**src/rtl/sync_pkt_fifo.sv**
```systemverilog
// Single-clock frame FIFO: words become readable only once their frame's last word commits; drop rewinds to last commit.
// Latency: FALLTHROUGH="TRUE" shows head word combinationally, "FALSE" one cycle after rinc; writes stall on wfull, overflow auto-drops.
module sync_pkt_fifo #(
    parameter int    DSIZE       = 8,
    parameter int    ASIZE       = 4,
    parameter int    ALMOST      = 2,
    parameter string FALLTHROUGH = "TRUE"
) (
    input  logic             clk,
    input  logic             rst,
    input  logic             winc,
    input  logic [DSIZE-1:0] wdata,
    input  logic             wlast,
    input  logic             wdrop,
    output logic             wfull,
    output logic             awfull,
    output logic             werr,
    output logic [ASIZE:0]   wlevel,
    input  logic             rinc,
    output logic [DSIZE-1:0] rdata,
    output logic             rlast,
    output logic             rempty,
    output logic             arempty,
    output logic [ASIZE:0]   rlevel,
    output logic [ASIZE:0]   pkt_cnt
);

    localparam int DEPTH = 1 << ASIZE;
    localparam int AWF   = DEPTH - ALMOST;

    localparam logic [ASIZE:0] LVL_FULL    = DEPTH[ASIZE:0];
    localparam logic [ASIZE:0] LVL_AWFULL  = AWF[ASIZE:0];
    localparam logic [ASIZE:0] LVL_AREMPTY = ALMOST[ASIZE:0];
    localparam logic [ASIZE:0] PTR_ONE     = {{ASIZE{1'b0}}, 1'b1};

    typedef struct packed {
        logic             last;
        logic [DSIZE-1:0] dat;
    } entry_t;

    logic [ASIZE:0] wptr;
    logic [ASIZE:0] cptr;
    logic [ASIZE:0] rptr;
    logic           ovf;
    logic           werr_q;
    logic [ASIZE:0] pkt_q;

    entry_t mem [DEPTH];
    entry_t rd_ent;

    logic wr_acc;
    logic commit;
    logic rd_acc;
    logic rd_last;
    logic ovf_end;

    // Levels and flags derive only from registered pointers, so they lag the edge by nothing combinational.
    assign wlevel  = wptr - rptr;
    assign rlevel  = cptr - rptr;
    assign wfull   = (wlevel == LVL_FULL);
    assign awfull  = (wlevel >= LVL_AWFULL);
    assign rempty  = (cptr == rptr);
    assign arempty = (rlevel <= LVL_AREMPTY);
    assign werr    = werr_q;
    assign pkt_cnt = pkt_q;

    assign rd_ent  = mem[rptr[ASIZE-1:0]];

    // wdrop outranks everything on the write side; an overflowed frame swallows words until its wlast.
    assign wr_acc  = winc && !wfull && !ovf && !wdrop;
    assign commit  = wr_acc && wlast;
    assign ovf_end = ovf && !wdrop && winc && wlast;
    assign rd_acc  = rinc && !rempty;
    assign rd_last = rd_acc && rd_ent.last;

    always_ff @(posedge clk) begin
        if (wr_acc) begin
            mem[wptr[ASIZE-1:0]] <= '{last: wlast, dat: wdata};
        end
    end

    always_ff @(posedge clk or posedge rst) begin
        if (rst) begin
            wptr <= '0;
            cptr <= '0;
        end else begin
            if (wdrop || ovf_end) begin
                wptr <= cptr;
            end else if (wr_acc) begin
                wptr <= wptr + PTR_ONE;
            end
            if (commit) begin
                cptr <= wptr + PTR_ONE;
            end
        end
    end

    always_ff @(posedge clk or posedge rst) begin
        if (rst) begin
            ovf    <= 1'b0;
            werr_q <= 1'b0;
        end else begin
            werr_q <= ovf_end;
            if (wdrop || ovf_end) begin
                ovf <= 1'b0;
            end else if (winc && wfull) begin
                ovf <= 1'b1;
            end
        end
    end

    always_ff @(posedge clk or posedge rst) begin
        if (rst) begin
            rptr <= '0;
        end else if (rd_acc) begin
            rptr <= rptr + PTR_ONE;
        end
    end

    always_ff @(posedge clk or posedge rst) begin
        if (rst) begin
            pkt_q <= '0;
        end else begin
            case ({commit, rd_last})
                2'b10:   pkt_q <= pkt_q + PTR_ONE;
                2'b01:   pkt_q <= pkt_q - PTR_ONE;
                default: pkt_q <= pkt_q;
            endcase
        end
    end

    if (FALLTHROUGH == "TRUE") begin : g_fwft
        assign rdata = rempty ? '0 : rd_ent.dat;
        assign rlast = !rempty && rd_ent.last;
    end else begin : g_regd
        entry_t rd_q;

        always_ff @(posedge clk or posedge rst) begin
            if (rst) begin
                rd_q <= '0;
            end else if (rd_acc) begin
                rd_q <= rd_ent;
            end
        end

        assign rdata = rd_q.dat;
        assign rlast = rd_q.last;
    end

    // Commit point always sits between read and speculative write pointers.
    ast_wlevel_bound: assert property (@(posedge clk) disable iff (rst) wlevel <= LVL_FULL);
    ast_commit_order: assert property (@(posedge clk) disable iff (rst) rlevel <= wlevel);

endmodule

```
**config.mk**
```make
export PLATFORM = sky130hd
export DESIGN_NAME = sync_pkt_fifo
export DESIGN_NICKNAME = d
export VERILOG_FILES = /design/src/rtl/sync_pkt_fifo.sv
export SDC_FILE = /design/constraint.sdc
export NUM_CORES = 1
export LEC_CHECK = 0
export CORE_AREA = 4 4 127 129
export CTS_CLUSTER_SIZE = 14
export DETAILED_ROUTE_END_ITERATION = 16
export DIE_AREA = 0 0 131 133
export PLACE_DENSITY = 0.73
export SLEW_MARGIN = 25
export SYNTH_ARGS = -nofsm -noshare
export SYNTH_HDL_FRONTEND = slang
export SYNTH_SLANG_ARGS = --single-unit
```
**constraint.sdc**
```tcl
create_clock -name clk -period 4.4 [get_ports clk]
set_input_delay 0.44 -clock clk [delete_from_list [all_inputs] [get_ports clk]]
set_output_delay 0.44 -clock clk [all_outputs]
set_load 0.1 [all_outputs]
```
==> results_dict.tcl <==
set metrics [dict create \
    initial_core_util_pct 48.7 \
    synth_ff_type "edfxtp_1" \
    finalHoldViolCount 0 \
    crit_slowest_cell "fa_1" \
    synth_top_area_share_pct 59.0 \
    setup_violations 0 \
    synth.avg_cell_area_um2 17.1 \
    rr_worst_depth 18 \
    fin_crit_ns 4.04 \
    area_growth_pct 19.0 \
    crit_path_max_incr_delay_ns 0.47 \
    syn-num-nets 462 \
    route.met3.wl_um 801 \
    wl_per_cell_um 21.6 \
    fin_crit_sh_pct 91.7 \
    crit_type "reg2reg" \
    grt_max_degree 41 \
    drc 0 \
    worstPathRequired_ns 4.76 \
    synth_area_leaders "edfxtp_1 59%, mux4_2 11%, dfrtp_1 7.5%" \
    syn-instance-count 429 \
    regToRegStartpoint "wptr[0]" \
    dp_hpwl_um 9340 \
    cts_tree "yes" \
    grt_pass1_vias 4054 \
    grt_usage_pct 18.4 \
    ctsLongestPathBuffers 2 \
    yosysTopAreaCell "edfxtp_1" \
    yosysWarnings 0 \
    grt_first_pass_wirelength_um 23600 \
    rrSetupSlack_ns 0.36 \
    final_cell_mix "144 x edfxtp_1, 37 x mux4_2, 36 x buf_4" \
    drive_gt1_share_pct 27.6 \
    ios 43 \
    numCtsBuffers 17 \
    synthArstFlopShare_pct 13.3 \
    wl_met2_um 7650 \
    cp_cell_sequence "inv_1 -> ha_1 -> inv_1 -> fa_1 -> a21o_1 -> a21oi_4 -> xor2_4 -> inv_4 -> a21oi_4 -> inv_1 -> ha_1 -> xor2_1 -> ha_1 -> o21a_1 -> o21ai_1 -> nand3b_1 -> a21oi_1 -> xor2_1" \
    fin_worst_skew_ns 0.00673 \
    fp.dieH_um 133 \
    num_antenna_cells 0 \
    whs_path_depth 1 \
    cts-resized-gates 0 \
    slew_violations 0 \
    cp-end-kind "flip-flop" \
    startpoint "wptr[0]" \
    rows 45 \
    min_path_type "reg2reg" \
    synth_edf_count 144 \
    ys_seq_area_share_pct 66.6 \
    max_freq_ghz 0.248 \
    reg2reg_to "pkt_cnt[4]" \
    antenna_found_initial 0 \
    min_to "pkt_cnt[4]" \
    topRoutingLayerUsed "met4" \
    dieArea_um2 17400 \
    ys_ff_latch 166 \
    postCtsSetupBuffers 0 \
    antenna_left 0 \
    outcome "finished, final reports clean" \
    maxSlewHeadroom_pct 30.4 \
    ys_types 57 \
    start_kind "flip-flop" \
    die_x_um 131 \
    drt_iter0_drc 405 \
    numPortBuffers 42 \
    drt_pass1_iterations 5 \
    cts_max_level 4 \
    syn_area_um2 7320 \
    drv_cap 0 \
    dr_total_vias 4045 \
    hold_buffers 0 \
    rsz0062_at_grt "no" \
    path_clk_slew_ns 0.06 \
    place_congestion 0.802 \
    cts-root-buf "clkbuf_16" \
    arrival_ns 4.39 \
    clk-insertion-delay-late_ns 0.43 \
    grt.overflow.total 0 \
    via_per_inst 5.91 \
    fin_nets 518 \
    wl_met1_um 6210 \
    worst_pin_slew_ns 1.04 \
    final_common_cell "edfxtp_1" \
    core_um2 15000 \
    crit_family "adder cells" \
    crit_fanout 10 \
    fin_util_pct 58.0 \
    critPathBufInv 4 \
    totalWireLength_um 14800 \
    clock_sinks 166 \
    hp-start "pkt_cnt[4]" \
]
-- worst register-to-register path, delay by kind of cell (launching register included) --
kind	cells	cell delay (ns)
xor+xnor	3	0.59
compound gates	6	1.20
flops	1	0.45
fa+ha+maj	4	1.21
simple gates	1	0.09
buf+inv	4	0.44
-- synth_stat cells (all sizes together), types with 8 or more instances --
| cell type | number |
|---|---|
| dfrtp | 22 |
| a211oi | 8 |
| buf | 9 |
| nand2 | 27 |
| xnor2 | 8 |
| ha | 17 |
| mux2i | 9 |
| edfxtp | 144 |
| nor2 | 11 |
| a21oi | 10 |
| mux4 | 37 |
| xor2 | 13 |
| nand3 | 13 |
| inv | 13 |
| clkbuf | 13 |
| and3 | 8 |
-- per-stage QoR --
step	setup slack, ns	hold WS [ns]	cell area (um2)	instances	TNS [ns]
global route	0.0420	0.492	8710	685	0
detailed placement	0.385	0.465	8090	654	0
global placement	0.522	0.471	8090	654	0
CTS	0.355	0.474	8710	685	0
floorplan	-0.311	0.429	7400	429	-2.49
finish	0.364	0.463	8710	685	0
-- layer usage --
layer	vias to the layer above	global-route usage, %
li1	1810	-
met1	2076	25.8
met2	146	29.1
met3	13	4.16
met4	0	5.26
met5	-	0
-- cell families after synthesis --
kind of cell / share of synthesized area (%)
and+or+nand+nor: 6.71
xor gates and xnor gates: 2.87
buffers and inverters: 2.12
DFF: 66.6
muxes: 13.6
adders and majority gates: 3.45
AOI/OAI and AO/OA: 4.70
-- how the worst max path moves through the flow --
stage                 endpoint  slack (ns)  cells past startpoint
floorplan             rdata[0]       -0.31                      7
CTS                 pkt_cnt[4]        0.35                     18
global placement    pkt_cnt[4]        0.52                     18
detailed placement  pkt_cnt[4]        0.38                     18
finish              pkt_cnt[4]        0.36                     18
global route        pkt_cnt[4]        0.04                     18
-- sequential cells by signal (all words and copies together), names as in the netlist --
| name | count |
|---|---|
| cptr | 5 |
| mem | 144 |
| werr | 1 |
| wptr | 5 |
| ovf | 1 |
| rptr | 5 |
| pkt_cnt | 5 |
-- final cells by class --
type,count,area [um2]
multi-input cells,226,2400
clock buffers,17,425
flip-flops and latches,166,4880
fillers,1079,6320
inverters,15,60.1
repair buffers,59,520
clock inverters,14,196
well taps,188,235
Power is left out: the tool's default activity adds up to more than one toggle a clock period on the data nets, which glitch-free logic cannot reach.
